<file path="src/rtl/adder_result_stage.sv">
// Registered result stage behind the CLA adder: a 2-entry FIFO
// with a sticky signed-overflow flag and an accepted-result counter.
module adder_result_stage #(
  parameter int WIDTH     = 32,
  parameter int CNT_WIDTH = 16
) (
  input  logic                 clk,
  input  logic                 rst_n,
  input  logic                 in_valid,
  output logic                 in_ready,
  input  logic [WIDTH:0]       in_result,
  input  logic                 in_overflow,
  output logic                 out_valid,
  input  logic                 out_ready,
  output logic [WIDTH:0]       out_result,
  output logic                 out_overflow,
  input  logic                 ovf_clear,
  output logic                 ovf_sticky,
  output logic [CNT_WIDTH-1:0] result_count
);

  typedef struct packed {
    logic           ovf;
    logic [WIDTH:0] res;
  } entry_t;

  entry_t     head_q;
  entry_t     tail_q;
  entry_t     in_e;
  logic [1:0] occ_q;
  logic [1:0] occ_d;
  logic       push;
  logic       pop;

  assign in_ready  = (occ_q != 2'd2);
  assign out_valid = (occ_q != 2'd0);
  assign push      = in_valid & in_ready;
  assign pop       = out_valid & out_ready;

  assign in_e.ovf = in_overflow;
  assign in_e.res = in_result;

  // Head reads zero when empty so stale entries never leak out.
  assign out_result   = out_valid ? head_q.res : '0;
  assign out_overflow = out_valid & head_q.ovf;

  always_comb begin
    occ_d = occ_q;
    unique case (1'b1)
      (push && !pop): occ_d = occ_q + 2'd1;
      (pop && !push): occ_d = occ_q - 2'd1;
      default:        occ_d = occ_q;
    endcase
  end

  always_ff @(posedge clk or negedge rst_n) begin
    if (!rst_n) begin
      occ_q  <= 2'd0;
      head_q <= '0;
      tail_q <= '0;
    end else begin
      occ_q <= occ_d;
      if (push && (occ_q == 2'd0 || pop))
        head_q <= in_e;
      else if (pop)
        head_q <= tail_q;
      if (push && !pop && occ_q == 2'd1)
        tail_q <= in_e;
    end
  end

  // A push with overflow wins over a same-edge clear.
  always_ff @(posedge clk or negedge rst_n) begin
    if (!rst_n) begin
      ovf_sticky   <= 1'b0;
      result_count <= '0;
    end else begin
      if (push && in_overflow)
        ovf_sticky <= 1'b1;
      else if (ovf_clear)
        ovf_sticky <= 1'b0;
      if (push)
        result_count <= result_count + 1'b1;
    end
  end

endmodule

</file>
<file path="config.mk">
export PLATFORM = sky130hd
export DESIGN_NAME = adder_result_stage
export DESIGN_NICKNAME = d
export VERILOG_FILES = /design/src/rtl/adder_result_stage.sv
export SDC_FILE = /design/constraint.sdc
export NUM_CORES = 1
export LEC_CHECK = 0
export ABC_AREA = 1
export CORE_ASPECT_RATIO = 1.75
export CORE_MARGIN = 8
export CORE_UTILIZATION = 40
export DETAILED_ROUTE_END_ITERATION = 8
export PLACE_DENSITY = 0.75
export RECOVER_POWER = 25
export SLEW_MARGIN = 20
export SYNTH_ARGS = -nofsm -noshare
export SYNTH_HDL_FRONTEND = slang
export SYNTH_SLANG_ARGS = --single-unit
export TNS_END_PERCENT = 1
</file>
<file path="constraint.sdc">
create_clock -name clk -period 2.9 [get_ports clk]
set_input_delay 0.435 -clock clk [delete_from_list [all_inputs] [get_ports clk]]
set_output_delay 0.435 -clock clk [all_outputs]
set_load 0.02 [all_outputs]
</file>
==> out/summary.txt <==
status: finished with violations
failing checks: max-capacitance violations, max-slew violations
First-pass DRT Iterations: 4
first-pass GRT wire length: 17150 um
Data required, critical path: 2470 ps
Yosys warnings: 0
Tot Pwr: 5.866 mW
post-synthesis sequential area ratio: 53.18%
Post-Synthesis Net Count: 498
core box area: 0.01012 sq mm
unrepaired setup endpoints after global routing: false
worst skew pair latency: 340 ps
Slew HR: -43.04%
Clock Root Buffer: clkbuf_16
fin. max-slew vios: 88
Via density: 4.954
max-cap violation count: 1
Layout area overhead: 31.30%
clock sinks: 87
count of cell types in the netlist: 25
final hold slack: 486.0 ps
Tcrit/Tclk final: 91.44%
vias in the first global route: 3516
CTS buffer count: 9
Worst Tran Pin Value: 2146 ps
area of the mapped netlist: 0.004094 sq mm
chip width: 92.48 um
CP endpoint kind: output port
final instance area: 0.005375 sq mm
cell accounting for the most synthesized area: dfrtp_1
Post-synth EDFFs: 0
most area-consuming cells after synthesis: dfrtp_1 (53%), nor2_1 (7.2%), mux2_2 (6.3%), inv_1 (6.0%), nand2_1 (5.3%)
critical path type: flop to output port
io pins: 92
Placed Area: 0.005090 sq mm
number of synthesized register bits: 87
Data arrival, critical path: 2220 ps
# fillers: 954
FP Rows: 49
DRC: 0
final net count: 584
worst min path class: flop to flop
RePlAce Congestion: 0.8525
share of cells above drive strength 1: 10.13%
full die area: 0.01386 sq mm
pwr/cell area: 1091 mW/mm^2
crit-path max FO: 18
Finish-stage setup viols: 0
top cell type's share of synthesized area: 53.18%
Pleak: 2.492 nW
GR Util All Layers: 15.58%
initial antenna violation count: 0
Max Root-Sink Buffers: 2
grt ovf: 0
Clock transition at path regs: 60 ps
Cells after Synth: 452
Worst Skew: 8.303 ps
setup repair bufs after CTS: 0
First DRT Iteration DRCs: 124
maximum level of the CTS H-tree: 3
total vias in the final route: 3319
Post-synth top flop: dfrtp_1
routed len/inst: 15.58 um
number of inserted diodes: 0
peak supply drop: 554.9 uV
Mean Syn Cell Area: 9.057 sq um
Synth async-reset ratio: 100.0%
CTS tree: done
Final ANT Viol Nets: 0
setup TNS: 0 ps
DIE HEIGHT: 149.8 um
pin count of the biggest net entering global routing: 88
critical path launch point type: flop
Initial Util: 40.47%
Max Fclk: 377.1 MHz
Final Hold Fails: 0
drt total wl: 10440 um
PortBufs: 91
post-DP HPWL: 7334 um
crit path time final: 2652 ps
## sequential cells by signal, summed over array words and instances (netlist names)
name          cells
head_q           34
occ_q             2
ovf_sticky        1
result_count     16
tail_q           34
## logic make-up after synthesis
| group | after synthesis | synth area share (%) |
|---|---|---|
| simple gates | 155 | 15.65 |
| mux | 23 | 6.326 |
| fa+ha+maj | 7 | 2.139 |
| xor+xnor | 12 | 2.567 |
| compound gates | 80 | 11.06 |
| flops | 87 | 53.18 |
| buf+inv | 88 | 9.077 |
## report_power, final
group          internal [mW]  switching, mW  leakage, nW  total [mW]
combinational           1.21           1.56         1.30        2.77
sequential              1.75          0.251         1.06        2.00
clock                  0.629          0.466        0.135        1.09
## layer usage
metal  GRT usage [%]  vias to the layer above  part of all wire [%]
met4           8.435                        0                   3.3
li1                -                     1610                     -
met5               0                        -                     0
met3           3.666                       23                   4.7
met2           26.74                       92                    52
met1           17.34                     1594                    40
## cell usage in the layout, fill, tap and decap left out
master,n
o22ai_1,26
clkdlybuf4s50_1,90
clkbuf_8,2
clkbuf_2,1
o21ai_0,20
xor2_1,5
ha_2,1
buf_4,3
nand2_4,2
clkinv_2,1
nand2_2,2
nand3_1,5
clkbuf_1,1
a21oi_1,26
nand3b_1,1
nor2_1,79
nand2_1,57
mux2_2,23
ha_1,6
inv_1,65
inv_2,3
inv_6,1
o211ai_1,8
xnor2_1,7
nor2_2,2
clkbuf_16,9
nor3_1,1
dfrtp_1,87
buf_12,1
nand4_1,4
clkinvlp_4,2
nor2_4,2
## area by class of cell
cell class / count / area (sq um) / share of cell area, %
Tap cell: 127 / 158.9 / 2.956
Inverter: 68 / 255.2 / 4.749
Clock buffer: 12 / 256.5 / 4.772
Multi-Input combinational cell: 277 / 1550 / 28.84
Clock inverter: 4 / 28.78 / 0.5354
Timing Repair Buffer: 95 / 948.4 / 17.64
Sequential cell: 87 / 2177 / 40.50
## per-stage QoR
step | utilization, % | instances | setup slack, ps
final | 53.14 | 670 | 248.4
after global routing | 53.14 | 670 | 118.2
after CTS | 53.16 | 670 | 205.3
after detailed placement | 50.32 | 654 | 345.0
after global placement | 50.32 | 654 | 429.8
after floorplan | - | 452 | 855.5
## synth_stat cells (all sizes together) (6+ instances only)
library cell  instances
o21ai                20
o22ai                26
buf                  14
mux2                 23
o211ai                8
clkbuf                6
dfrtp                87
a21oi                26
inv                  68
nand2                61
xnor2                 7
ha                    7
nor2                 83
## worst max-delay path, stage by stage (launching register included)
cell and delay [ps]:
dfrtp_1 400, inv_1 120, ha_2 420, buf_4 310, nor2_1 70, clkdlybuf4s50_1 550
## timing repair
item | in CTS | in global routing
gates resized for setup | 1 | 0
hold endpoints to repair | 0 | 0
endpoints found under the setup margin | 18 | 0
hold buffers | 0 | 0
## path summary, 6_finish.rpt
check | startpoint | endpoint | slack (ps) | cells after the start
max | occ_q[0] | out_result[19] | 250 | 5
min | tail_q[8] | tail_q[8] | 490 | 2
max reg2reg | occ_q[0] | tail_q[25] | 730 | 8
min reg2reg | tail_q[8] | tail_q[8] | 490 | 2
max in group asynchronous | rst_n | head_q[18] | 910 | 1
min in group asynchronous | rst_n | result_count[13] | 700 | 1
Power figures use the tool's default switching activity.
